### config.mk
export PLATFORM = sky130hd
export DESIGN_NAME = fetch_stage
export DESIGN_NICKNAME = d
export VERILOG_FILES = /design/src/rtl/fetch_stage.sv
export SDC_FILE = /design/constraint.sdc
export NUM_CORES = 1
export LEC_CHECK = 0
export CAP_MARGIN = 10
export CORE_MARGIN = 3
export CORE_UTILIZATION = 52
export DETAILED_ROUTE_END_ITERATION = 8
export GPL_ROUTABILITY_DRIVEN = 0
export PLACE_DENSITY = 0.8
export SLEW_MARGIN = 30
export SYNTH_ARGS = -nofsm -noshare
export SYNTH_HDL_FRONTEND = slang
export SYNTH_SLANG_ARGS = --single-unit
### constraint.sdc
create_clock -name clk -period 2.8 [get_ports clk]
set_clock_uncertainty 0.15 [all_clocks]
set_input_delay 0.7 -clock clk [delete_from_list [all_inputs] [get_ports clk]]
set_output_delay 0.7 -clock clk [all_outputs]
set_load 0.05 [all_outputs]
### src/rtl/fetch_stage.sv
// Instruction fetch stage: reads two halfwords per instruction from a 1-cycle-latency
// instruction memory, assembles the 32-bit word, tracks the PC and honours stall/redirect.
//
// state   | meaning
// --------+-------------------------------------------------------------
// S_START | issue read of fetch_pc (first cycle after reset/redirect)
// S_LO    | capture high halfword, issue read of fetch_pc+1
// S_HI    | assemble word; hand to output or park in pend if decode stalls
// S_WAIT  | hold parked word until decode frees the output slot
module fetch_stage #(
    parameter int                ADDR_W   = 16,
    parameter logic [ADDR_W-1:0] RESET_PC = '0
) (
    input  logic              clk,
    input  logic              reset,
    input  logic              stall,
    input  logic              redirect,
    input  logic [ADDR_W-1:0] redirect_pc,
    output logic              imem_en,
    output logic [ADDR_W-1:0] imem_addr,
    input  logic [15:0]       imem_rdata,
    output logic [31:0]       instr,
    output logic [ADDR_W-1:0] instr_pc,
    output logic              instr_valid,
    output logic [ADDR_W-1:0] pc
);

    typedef enum logic [1:0] {
        S_START = 2'd0,
        S_LO    = 2'd1,
        S_HI    = 2'd2,
        S_WAIT  = 2'd3
    } state_t;

    state_t            state, state_next;
    logic [ADDR_W-1:0] fetch_pc;
    logic [ADDR_W-1:0] pc_plus1, pc_plus2;
    logic [15:0]       hi_reg;
    logic [31:0]       pend_instr;
    logic [ADDR_W-1:0] pend_pc;
    logic [31:0]       word;
    logic              slot_free;
    logic              load_out;
    logic              load_pend;
    logic              out_from_pend;

    assign pc_plus1  = fetch_pc + ADDR_W'(1);
    assign pc_plus2  = fetch_pc + ADDR_W'(2);
    assign word      = {hi_reg, imem_rdata};
    assign slot_free = !instr_valid || !stall;
    assign pc        = fetch_pc;

    always_ff @(posedge clk) begin
        if (reset) begin
            state <= S_START;
        end else begin
            state <= state_next;
        end
    end

    always_comb begin
        state_next    = state;
        imem_en       = 1'b0;
        imem_addr     = fetch_pc;
        load_out      = 1'b0;
        load_pend     = 1'b0;
        out_from_pend = 1'b0;
        case (state)
            S_START: begin
                imem_en    = 1'b1;
                state_next = S_LO;
            end
            S_LO: begin
                imem_en    = 1'b1;
                imem_addr  = pc_plus1;
                state_next = S_HI;
            end
            S_HI: begin
                if (slot_free) begin
                    load_out   = 1'b1;
                    imem_en    = 1'b1;
                    imem_addr  = pc_plus2;
                    state_next = S_LO;
                end else begin
                    load_pend  = 1'b1;
                    state_next = S_WAIT;
                end
            end
            S_WAIT: begin
                // fetch_pc already advanced in S_HI, so it is the next hi address
                if (!stall) begin
                    load_out      = 1'b1;
                    out_from_pend = 1'b1;
                    imem_en       = 1'b1;
                    state_next    = S_LO;
                end
            end
            default: state_next = S_START;
        endcase
        if (reset || redirect) begin
            imem_en   = 1'b0;
            load_out  = 1'b0;
            load_pend = 1'b0;
        end
        if (redirect) begin
            state_next = S_START;
        end
    end

    always_ff @(posedge clk) begin
        if (reset) begin
            fetch_pc    <= RESET_PC;
            hi_reg      <= '0;
            pend_instr  <= '0;
            pend_pc     <= '0;
            instr       <= '0;
            instr_pc    <= '0;
            instr_valid <= 1'b0;
        end else if (redirect) begin
            fetch_pc    <= redirect_pc;
            pend_instr  <= '0;
            pend_pc     <= '0;
            instr_valid <= 1'b0;
        end else begin
            if (state == S_LO) begin
                hi_reg <= imem_rdata;
            end
            if (state == S_HI) begin
                fetch_pc <= pc_plus2;
            end
            if (load_pend) begin
                pend_instr <= word;
                pend_pc    <= fetch_pc;
            end
            if (load_out) begin
                instr       <= out_from_pend ? pend_instr : word;
                instr_pc    <= out_from_pend ? pend_pc : fetch_pc;
                instr_valid <= 1'b1;
            end else if (slot_free) begin
                instr_valid <= 1'b0;
            end
        end
    end

endmodule

==> results_dict.tcl <==
set metrics [dict create \
    status "finished with violations" \
    violations "negative setup slack" \
    worst_setup_path_end_kind "output pin" \
    ys_ff_latch 131 \
    endpoint "imem_addr[14]" \
    yosysTopAreaCell "dfxtp_1" \
    htreeDepth 4 \
    synth_adder_area_share_pct 1.21 \
    netlist_area_um2 6210 \
    fin_ws_ns -0.487 \
    track_usage_pct 30.7 \
    synth_compound_area_share_pct 19.5 \
    num-fill-cells 644 \
    placed_cells_incl_taps 1003 \
    setup_viol 16 \
    clk_latency_ns 0.42 \
    timing.setup.tns_ns -4.77 \
    hold_viol 0 \
    cts_tree "yes" \
    reg_top3 "instr: 32 flops, pend_instr: 32 flops" \
    syn_avg_cell_area_um2 8.20 \
    synth_edf_count 0 \
    synth.area.mux_share_pct 9.35 \
    rsz0062_at_grt "true" \
    pre_cts_ws_ns -0.535 \
    die_w_um 115 \
    clkTransAtPathRegs_ns 0.06 \
    syn-instance-count 757 \
    synth_top_family_by_area "simple AND/OR/NAND/NOR gates" \
    tightest_slew_ns 0.880 \
    via_per_inst 6.38 \
    path_buf_inv 1 \
    multi_input_area_um2 3700 \
    hold_buffers 0 \
    dpl_cell_area_um2 8050 \
    cts_buffers 17 \
    wirelength_mm 23.1 \
    drv_cap 0 \
    start_util_pct 53.7 \
    synth-seq-area-share_pct 42.2 \
    synth_top_flop_cell "dfxtp_1" \
    ys_top_cells_by_area "dfxtp_1, mux2i_1, nand2_1" \
    slew_viol_final 0 \
    wl_per_cell_um 21.6 \
    syn_nets 799 \
    antenna_found_initial 0 \
    crit_fanout 13 \
    reg2reg_from "state[1]" \
    max_stage_delay_ns 0.50 \
    synthSimpleGateAreaFrac_pct 20.0 \
    port_buffers 117 \
    grt_max_degree 81 \
    vias 6834 \
    fin_crit_sh_pct 117 \
    start_kind "register" \
    rows 39 \
    yosysUniqueCellTypes 55 \
    fin_area_um2 9360 \
    worstSetupPathType "register to output pin" \
    ir_drop_mv 0.420 \
    grt-ovfl-total 0 \
    n_antenna_cell 0 \
    synth_top_area_share_pct 42.2 \
    path_depth 5 \
    ant_nets 0 \
    cp.arrival_ns 2.44 \
    hold-worst-slack_ns 0.303 \
    synth_xor_area_share_pct 1.41 \
    drive_gt1_share_pct 24.8 \
    async_reset_ff_share_pct 0 \
    numClockSinks 131 \
    finalCriticalPeriod_ns 3.29 \
    power_density_nw_per_um2 518 \
    floorplan.core_area_um2 11600 \
    r2r.worst_path.cells 12 \
    crit_path_start "pc[7]" \
    cellLeakagePower_uw 0.00368 \
    ys_top_cells_by_count "nand2_1, dfxtp_1, a21oi_1" \
    first_pass_iters 6 \
    crit_chain "nand4_1 -> nor4_2 -> mux2i_1 -> o22ai_2 -> buf_12" \
    root_buffer "clkbuf_16" \
    synth.most_common_cell "nand2_1" \
    drt-initial-drc-count 774 \
    r2r_end "instr[8]" \
    seq_area_um2 2660 \
    slew_headroom_pct 41.3 \
    required_ns 1.95 \
    die_area_um2 13300 \
    clock_path_buffers 2 \
    r2r_setup_slack_ns 0.21 \
    place_hpwl_mm 12.1 \
    grt_pass1_vias 6414 \
    grt_pass1_wl_mm 32.3 \
    drc_errors 0 \
    hold_class "register to register" \
    fin_cells 1071 \
    area_growth_pct 50.8 \
    die_h_um 115 \
    ios 118 \
    max_freq_mhz 304 \
    cp_top_family "simple AND/OR/NAND/NOR gates" \
    fin_nets 959 \
    yosys_warnings 0 \
    worst_path_max_delay_cell "nor4_2" \
]
layer usage:
metal | vias up | track usage (%) | part of all wire [%]
met5 | - | 0 | 0
met4 | 0 | 16.1 | 6.7
met3 | 169 | 8.05 | 9.9
met2 | 519 | 49.3 | 46
met1 | 3169 | 37.9 | 37
li1 | 2977 | - | -
worst reg2reg max path: cells and delay by family, from the launching register on:
kind | cells | cell delay (ns)
AOI/OAI and AO/OA | 3 | 0.68
adders and majority gates | 1 | 0.16
buffers and inverters | 7 | 1.01
DFF | 1 | 0.38
and+or+nand+nor | 1 | 0.10
cell families (layout without fill, tap and decap cells):
kind of cell | after synthesis | in the layout
adder cells (fa/ha/maj) | 6 | 6
AND/OR/NAND/NOR | 274 | 274
flip-flops | 131 | 131
multiplexers | 58 | 58
buffers and inverters | 89 | 260
XOR/XNOR | 10 | 10
AO/OA/AOI/OAI | 189 | 189
metrics by stage:
stage	total power [uW]	utilization [%]
after floorplan	2280	-
after global placement	2520	69.6
after detailed placement	2530	69.6
after CTS	4780	78.4
after global routing	4960	80.9
final	4850	80.9
power by group:
group	total, uW	switching, uW	internal (uW)	leakage, uW
sequential	1930	41.2	1890	0.00107
clock	2260	820	1440	0.000293
combinational	659	384	275	0.00232
total	4850	1250	3600	0.00368
cell type report:
cell class	count	area share, %
Clock buffer	21	4.92
Clock inverter	9	1.40
Inverter	16	0.642
Multi-Input combinational cell	537	39.6
Sequential cell	131	28.4
Tap cell	143	1.91
Timing Repair Buffer	214	23.1
how the worst min path moves through the flow:
stage,start,end,slack (ns),cells after the start
finish,pend_instr[6],pend_instr[6],0.30,2
global route,pend_instr[6],pend_instr[6],0.32,2
CTS,pend_instr[10],pend_instr[10],0.30,2
detailed placement,pend_instr[10],pend_instr[10],0.30,2
global placement,pend_instr[28],pend_instr[28],0.29,2
floorplan,pend_instr[0],pend_instr[0],0.29,2
cells in the final DEF (no fill, tap or decap), drive strengths merged, types with 3 or more instances in the layout:
master | Yosys | routed
nand2b | 6 | 6
buf | 39 | 115
o21a | 6 | 6
and4b | 3 | 3
nand3 | 5 | 5
inv | 16 | 16
and3 | 5 | 5
a21oi | 85 | 85
bufinv | 0 | 3
nand2 | 142 | 142
nand4 | 11 | 11
o21ai | 12 | 12
o22ai | 5 | 5
ha | 6 | 6
xnor2 | 5 | 5
xor2 | 5 | 5
or3 | 4 | 4
a2111oi | 3 | 3
clkdlybuf4s50 | 0 | 97
clkinv | 0 | 6
clkbuf | 34 | 21
a221oi | 5 | 5
nor3 | 11 | 11
mux2i | 58 | 58
dfxtp | 131 | 131
a31oi | 5 | 5
nor4 | 8 | 8
a211oi | 51 | 51
nor2 | 71 | 71
timing repair:
item	4_1_cts	5_1_grt
cloned	0	0
gates resized for setup	70	27
pin swaps	24	18
setup buffers	16	24
endpoints found under the setup margin	17	16
Note: power is estimated with default switching activity, not from simulation.
